### config.mk
export PLATFORM = sky130hd
export DESIGN_NAME = uart_tx_scheduler
export DESIGN_NICKNAME = d
export VERILOG_FILES = /design/src/rtl/uart_pkg.sv /design/src/rtl/rr_pick.sv /design/src/rtl/uart_tx_scheduler.sv
export SDC_FILE = /design/constraint.sdc
export NUM_CORES = 1
export LEC_CHECK = 0
export CAP_MARGIN = 20
export CORE_MARGIN = 2
export CORE_UTILIZATION = 25
export CTS_CLUSTER_SIZE = 10
export DETAILED_ROUTE_END_ITERATION = 8
export GPL_TIMING_DRIVEN = 0
export SLEW_MARGIN = 20
export SYNTH_ARGS = -nofsm -noshare
export SYNTH_HDL_FRONTEND = slang
export SYNTH_SLANG_ARGS = --single-unit
### constraint.sdc
create_clock -name clock -period 1.9 [get_ports clock]
set_clock_uncertainty 0.05 [all_clocks]
set_input_delay 0.285 -clock clock [delete_from_list [all_inputs] [get_ports clock]]
set_output_delay 0.285 -clock clock [all_outputs]
set_load 0.005 [all_outputs]
### src/rtl/uart_pkg.sv
// uart_pkg: shared UART scheduler types, baud constants and timeout helper
package uart_pkg;
  typedef enum logic [1:0] {ARB, START, SEND, HOLD} tx_sched_state_e;
  localparam int UART_CLK_SPEED = 27000000;
  localparam int UART_BAUD_RATE = 115200;
  localparam int CLOCK_DELAY = UART_CLK_SPEED / UART_BAUD_RATE;
  function automatic int start_timeout_cycles(input int clk_speed, input int baud);
    return 2 * (clk_speed / baud);
  endfunction
endpackage

### src/rtl/rr_pick.sv
// rr_pick: first set request at or after ptr, wrapping modulo NUM_REQ
module rr_pick #(
  parameter int NUM_REQ = 4,
  localparam int IW = NUM_REQ > 1 ? $clog2(NUM_REQ) : 1
) (
  input  logic [NUM_REQ-1:0] req,
  input  logic [IW-1:0]      ptr,
  output logic               valid,
  output logic [IW-1:0]      idx
);
  always_comb begin
    valid = 1'b0;
    idx = '0;
    for (int k = NUM_REQ - 1; k >= 0; k--) begin
      if (req[(int'(ptr) + k) % NUM_REQ]) begin
        valid = 1'b1;
        idx = IW'((int'(ptr) + k) % NUM_REQ);
      end
    end
  end
endmodule

### src/rtl/uart_tx_scheduler.sv
// uart_tx_scheduler: round-robin, packet-locked sharing of one mUart transmitter
module uart_tx_scheduler import uart_pkg::*; #(
  parameter int NUM_REQ = 4,
  parameter int START_TIMEOUT = 512,
  parameter int LOCK_TIMEOUT = 65535,
  localparam int IW = NUM_REQ > 1 ? $clog2(NUM_REQ) : 1
) (
  input  logic                 clock,
  input  logic                 reset,
  input  logic [NUM_REQ-1:0]   req_valid,
  input  logic [NUM_REQ*8-1:0] req_data,
  input  logic [NUM_REQ-1:0]   req_last,
  output logic [NUM_REQ-1:0]   req_ready,
  output logic [IW-1:0]        grant_id,
  output logic                 grant_active,
  output logic [7:0]           tx_data,
  output logic                 tx_start,
  input  logic                 tx_complete,
  output logic                 start_timeout
);
  localparam int SW = $clog2(START_TIMEOUT + 1);
  localparam int LW = $clog2(LOCK_TIMEOUT + 1);

  tx_sched_state_e state_q, state_d;
  logic [IW-1:0] rr_ptr_q, rr_ptr_d, grant_id_q, grant_id_d, pick_idx, next_id;
  logic [SW-1:0] start_cnt_q, start_cnt_d;
  logic [LW-1:0] idle_q, idle_d;
  logic [7:0] tx_data_q, tx_data_d;
  logic grant_active_q, grant_active_d, last_q, last_d, start_timeout_q, start_timeout_d, pick_valid;

  rr_pick #(.NUM_REQ(NUM_REQ)) u_pick (
    .req(req_valid),
    .ptr(rr_ptr_q),
    .valid(pick_valid),
    .idx(pick_idx)
  );

  assign next_id = (grant_id_q == IW'(NUM_REQ - 1)) ? '0 : grant_id_q + 1'b1;
  assign grant_id = grant_id_q;
  assign grant_active = grant_active_q;
  assign tx_data = tx_data_q;
  assign tx_start = state_q == START;
  assign start_timeout = start_timeout_q;

  always_comb begin
    state_d = state_q;
    rr_ptr_d = rr_ptr_q;
    grant_id_d = grant_id_q;
    grant_active_d = grant_active_q;
    tx_data_d = tx_data_q;
    last_d = last_q;
    start_cnt_d = start_cnt_q;
    idle_d = idle_q;
    start_timeout_d = start_timeout_q;
    req_ready = '0;
    case (state_q)
      ARB: if (tx_complete && pick_valid) begin
        req_ready = NUM_REQ'(1) << pick_idx;
        tx_data_d = req_data[8*int'(pick_idx) +: 8];
        grant_id_d = pick_idx;
        grant_active_d = 1'b1;
        last_d = req_last[pick_idx];
        start_cnt_d = '0;
        state_d = START;
      end
      // tx_start stays high as a level until the UART acknowledges by dropping tx_complete
      START: if (!tx_complete) begin
        start_cnt_d = '0;
        state_d = SEND;
      end else if (start_cnt_q == SW'(START_TIMEOUT)) begin
        start_timeout_d = 1'b1;
      end else begin
        start_cnt_d = start_cnt_q + 1'b1;
      end
      SEND: if (tx_complete) begin
        idle_d = '0;
        state_d = last_q ? ARB : HOLD;
        rr_ptr_d = last_q ? next_id : rr_ptr_q;
        grant_active_d = !last_q;
      end
      HOLD: if (req_valid[grant_id_q]) begin
        req_ready = NUM_REQ'(1) << grant_id_q;
        tx_data_d = req_data[8*int'(grant_id_q) +: 8];
        last_d = req_last[grant_id_q];
        start_cnt_d = '0;
        idle_d = '0;
        state_d = START;
      end else if (idle_q == LW'(LOCK_TIMEOUT - 1)) begin
        idle_d = '0;
        rr_ptr_d = next_id;
        grant_active_d = 1'b0;
        state_d = ARB;
      end else begin
        idle_d = idle_q + 1'b1;
      end
      default: state_d = ARB;
    endcase
  end

  always_ff @(posedge clock or posedge reset) begin
    if (reset) begin
      state_q <= ARB;
      rr_ptr_q <= '0;
      grant_id_q <= '0;
      grant_active_q <= 1'b0;
      tx_data_q <= '0;
      last_q <= 1'b0;
      start_cnt_q <= '0;
      idle_q <= '0;
      start_timeout_q <= 1'b0;
    end else begin
      state_q <= state_d;
      rr_ptr_q <= rr_ptr_d;
      grant_id_q <= grant_id_d;
      grant_active_q <= grant_active_d;
      tx_data_q <= tx_data_d;
      last_q <= last_d;
      start_cnt_q <= start_cnt_d;
      idle_q <= idle_d;
      start_timeout_q <= start_timeout_d;
    end
  end
endmodule

=== Word level (Yosys, flattened, before mapping) ===
Index checks and enable logic that the tools add are counted.

* Register bits after elaboration: 43
* Output and inout port bits: 17

* Add/sub/neg operators: 6
* Order comparisons: 6
* Eq/ne operators: 15
* Shift-type cells: 4
* Multiplexer cells: 61
* Bitwise logic cells: 3
* Reductions and logical operators: 18

{| class="wikitable"
|+ Operators by type and width
! kind !! number
|-
| $shiftx A32 B6 Y8 || 2
|-
| $mux W16 || 3
|-
| $mux W10 || 4
|-
| $pmux W16 S2 || 1
|-
| $mux W2 || 15
|-
| $pmux W10 S3 || 1
|-
| $mux W1 || 20
|-
| $add A16 B1 Y16 const B || 1
|-
| $eq A16 B16 Y1 const B || 1
|-
| $mux W8 || 2
|-
| $pmux W8 S2 || 1
|-
| $bmux W1 S2 || 7
|-
| $ne A2 B2 Y1 const B || 7
|-
| $lt A3 B4 Y1 const B || 3
|-
| $add A10 B1 Y10 const B || 1
|-
| $eq A10 B10 Y1 const B || 1
|-
| $reduce_and A5 Y1 || 2
|-
| $lt A2 B3 Y1 const B || 3
|-
| $mux W4 || 2
|-
| $pmux W2 S4 || 1
|-
| $pmux W4 S2 || 1
|-
| $reduce_and A4 Y1 || 2
|-
| $shl A1 B2 Y4 const A || 2
|-
| $eq A2 B2 Y1 const B || 3
|-
| 16 further kinds || 27
|}

=== Longest topological paths before layout ===
* Depth after elaboration: 14
* Gate-level depth with buffers: 8
* Mapped depth without buffers: 8

=== By module ===
From an unflattened synthesis, not the netlist that was laid out.

* Cell total of the unflattened synthesis: 275
* Area, all modules: 2748.9 µm²

{| class="wikitable"
|+ Modules (own cells, without submodules)
! module !! instances !! cells each !! area an instance (µm²)
|-
| uart_tx_scheduler || 1 || 262 || 2671.3
|-
| rr_pick || 1 || 13 || 77.6
|}

=== Worst setup path after synthesis ===
OpenSTA, ideal clock, no wires.

* Path type: register to register
* From: register state_q[0]
* To: register idle_q[9]
* Setup time: 0.121 ns
* Arrival time: 1.795 ns
* Required time: 1.729 ns
* Slack: -0.066 ns
* Stages on the path, launching flop included: 9
* Path buffers: 0
* Clock period less this slack: 1.966 ns
* Cells stage by stage: dfrtp_1 -> inv_1 -> ha_1 -> mux2_2 -> and3_1 -> and2b_1 -> nand4_1 -> xor2_1 -> nor2_1

* Word-level cells in the longest chain between the ends: 3
* Elaborated cells on any way between the ends: 6
* Those cells by class: eq/ne (3); mux (1); reduce/logical (2)

{| class="wikitable"
|+ Ends and longest elaborated chain
! element !! line !! text
|-
| start, declared || uart_tx_scheduler.sv:24 || <nowiki>tx_sched_state_e state_q, state_d;</nowiki>
|-
| start signal, assigned || uart_tx_scheduler.sv:112 || <nowiki>state_q <= state_d;</nowiki>
|-
| $eq A2 B2 Y1 || uart_tx_scheduler.sv:56 || <nowiki>case (state_q)</nowiki>
|-
| $ne A2 B2 Y1 (no source line) or $reduce_bool A2 Y1 (tied branches) || - ||
|-
| $reduce_and A2 Y1 (no source line) || - ||
|-
| end signal, assigned || uart_tx_scheduler.sv:119 || <nowiki>idle_q <= idle_d;</nowiki>
|-
| end, declared || uart_tx_scheduler.sv:27 || <nowiki>logic [LW-1:0] idle_q, idle_d;</nowiki>
|}

Parallel ways exist; a longest one is shown, timed or not.
A chain may end at the register's enable or synchronous reset.

=== Worst setup path after layout ===
* From: register state_q[0]
* To: register start_cnt_q[7]

* Word-level cells in the longest chain between the ends: 3
* Elaborated cells on any way between the ends: 9
* Those cells by class: eq/ne (5); mux (1); reduce/logical (3)

{| class="wikitable"
|+ Ends and longest elaborated chain
! element !! line !! text
|-
| $eq A2 B1 Y1, or another cell as far along || uart_tx_scheduler.sv:56 ||
|-
| $ne A3 B3 Y1 (no source line), or another cell as far along || - ||
|-
| $reduce_and A4 Y1 (no source line) || - ||
|-
| end signal, assigned || uart_tx_scheduler.sv:118 || <nowiki>start_cnt_q <= start_cnt_d;</nowiki>
|-
| end, declared || uart_tx_scheduler.sv:26 || <nowiki>logic [SW-1:0] start_cnt_q, start_cnt_d;</nowiki>
|}

Parallel ways exist; a longest one is shown, timed or not.

==> qor.txt <==
outcome = complete, but fails checks
failing checks = negative setup slack
hold violation count in the final report = 0
layout cell share with drive strength beyond 1 = 35.0%
Worst-path clk slew = 0.08 ns
fmax = 0.485 GHz
xor/xnor share of the synthesized area = 3.83%
leakage = 1.73 nW
Crit Path Max Fanout = 5
power share of the sequential group = 24.0%
First-pass DRT Iterations = 4
clk root buf = clkbuf_8
worst r2r dst = start_cnt_q[7]
post-synthesis net count = 344
post-synthesis adder-cell area fraction = 5.93%
CP startpoint kind = flip-flop
CP arrival = 2.22 ns
Final Cell Area = 4220 sq um
Worst Path Required = 2.06 ns
most frequent cells in the layout = clkdlybuf4s50_1, dfrtp_1, nand2_1
critical path type = flip-flop to flip-flop
Hold Slack = 0.208 ns
Power Density = 1300 nW/um^2
DP Area = 3540 sq um
DRC = 0
Tot GR Track Use = 12.2%
Post-synth EDFFs = 0
worst reg2reg path depth = 8
RSZ-0062 raised after global routing = true
Yosys warnings = 0
fraction of registers with async set or reset after synthesis = 100%
Post-Synth Simple-Gate Area = 19.9%
min-delay worst type = primary input to async pin
final wirelength = 7570 um
Reg2Reg Launch Point = state_q[0]
sequential share of the synthesized area = 39.2%
Max-cap violations = 0
Num CTS Buffers = 5
largest family of logic cells by synthesized area = simple AND/OR/NAND/NOR gates
average instance area after synthesis = 9.52 sq um
Die H = 109 um
core area = 10800 sq um
layout net count = 438
FP Rows = 38
post-synthesis compound-gate area fraction = 17.0%
Final WS setup = -0.162 ns
final core utilization = 39.1%
count of final setup violators = 24
maximum VDD drop = 0.518 mV
post-synthesis register bit count = 43
ys flop type = dfrtp_1
Final Power = 5.50 mW
I/O pins = 60
Clock Tree Buf Depth = 2
crit path time final = 2.06 ns
synth-to-layout area growth = 53.7%
TritonCTS Sinks = 43
pin count of the biggest net entering global routing = 32
worst skew pair latency = 0.29 ns
input/output buffers = 59
first-pass GRT wire length = 11800 um
# H-tree levels = 2
Pins Over Slew Limit = 0
DP Cell Count = 488
vias in the first global route = 2460
gpl congestion = 0.764
final non-filler cell total = 523
reg2reg setup slack = -0.16 ns
crit path capture type = flip-flop
antenna violations before repair = 0
Syn Inst Count = 288
GR Overflow Total = 0
final period utilization = 109%
setup TNS = -1.46 ns
hpwl dp = 4970 um
mux contribution to synthesized area = 10.5%
drt wl/cell = 14.5 um
Yosys cell types = 51
power share of the clock group = 10.5%
Slew @ Worst Pin = 0.545 ns
via count = 2559
Die ar. = 11800 sq um
DRT iter0 DRCs = 69
Gate power share = 65.5%
worst slack, placed = -0.850 ns
Mapped Area = 2740 sq um
Final ANT Viol Nets = 0
Sw Pwr = 2.30 mW
CTS tree = built
Die Wd = 109 um
sw frac = 41.8%
ant diodes = 0
Int Pwr = 3.20 mW
effective utilization at floorplan = 25.4%
Via-to-Cell Ratio = 4.89
commonest non-fill, non-tap cell in the layout = clkdlybuf4s50_1
Max-slew headroom = 63.4%
Yosys cell counts (6+ instances only):
master	number	area [sq um]
and3_1	8	50.1
nor2_1	28	105
mux2_2	6	67.6
o221ai_1	8	70.1
o21ai_1	21	105
nand2_1	30	113
dfrtp_1	43	1080
inv_1	12	45.0
nand4_1	6	37.5
mux2i_1	16	160
ha_1	13	163
a21oi_1	12	60.1
nand3_1	8	40.0
xor2_1	11	96.3
worst max-delay path by stage:
stage	start	end	slack [ns]	cells past startpoint
final	state_q[0]	start_cnt_q[7]	-0.16	8
after global routing	state_q[0]	req_ready[2]	-0.24	8
after CTS	grant_id[1]	req_ready[2]	-0.14	5
after detailed placement	req_valid[0]	req_ready[1]	-0.85	7
after global placement	req_valid[1]	req_ready[0]	-0.81	7
after floorplan	state_q[0]	idle_q[9]	-0.006	8
cell families (layout without fill, tap and decap cells):
kind of cell               after synthesis  count (layout)
AOI/OAI and AO/OA                       68              68
and+or+nand+nor                        108             108
DFF                                     43              43
adders and majority gates               13              13
buffers and inverters                   19             114
xor gates and xnor gates                12              12
muxes                                   25              25
sequential cells by signal, indices dropped and copies added (netlist names):
name	cells
idle_q	16
start_cnt_q	10
tx_data	8
grant_id	2
rr_ptr_q	2
state_q	2
grant_active	1
last_q	1
start_timeout	1
power by group through the flow:
| stage | sequential, mW | combinational (mW) | clock [mW] |
|---|---|---|---|
| after global routing | 1.35 | 3.90 | 0.637 |
| after detailed placement | 1.34 | 2.62 | 0 |
| after floorplan | 1.31 | 1.80 | 0 |
| final | 1.32 | 3.60 | 0.577 |
| after global placement | 1.33 | 2.59 | 0 |
| after CTS | 1.31 | 3.18 | 0.597 |
critical path, stage by stage, from the launching register on:
cell     delay, ns
dfrtp_1       0.41
buf_4         0.14
buf_4         0.14
ha_4          0.17
and2_4        0.17
nand4_1       0.18
nand4_4       0.19
or2_4         0.31
o31ai_4       0.21
what timing repair did:
action	4_1_cts	5_1_grt
hold buffers	0	0
buffers inserted	18	9
cloned	1	1
gates resized for setup	76	54
endpoints found under the setup margin	42	43
pin swaps	22	30
endpoints found under the hold margin	0	0
per-layer routing:
metal	wire length, um	vias to the layer above	GRT usage, %
met1	3390	1263	16.8
met3	337	10	2.69
met4	71	0	2.01
met5	0	-	0
li1	-	1235	-
met2	3780	51	20.1
layout make-up:
cell class	count	area, sq um
clock inverter	2	12.5
multi-input combinational	226	1950
fill	1026	6580
buffer	5	53.8
tap	140	175
clock buffer	6	72.6
inverter	12	45.0
timing repair buffer	89	826
sequential	43	1080
No activity file was read; power rests on OpenSTA's default activity.
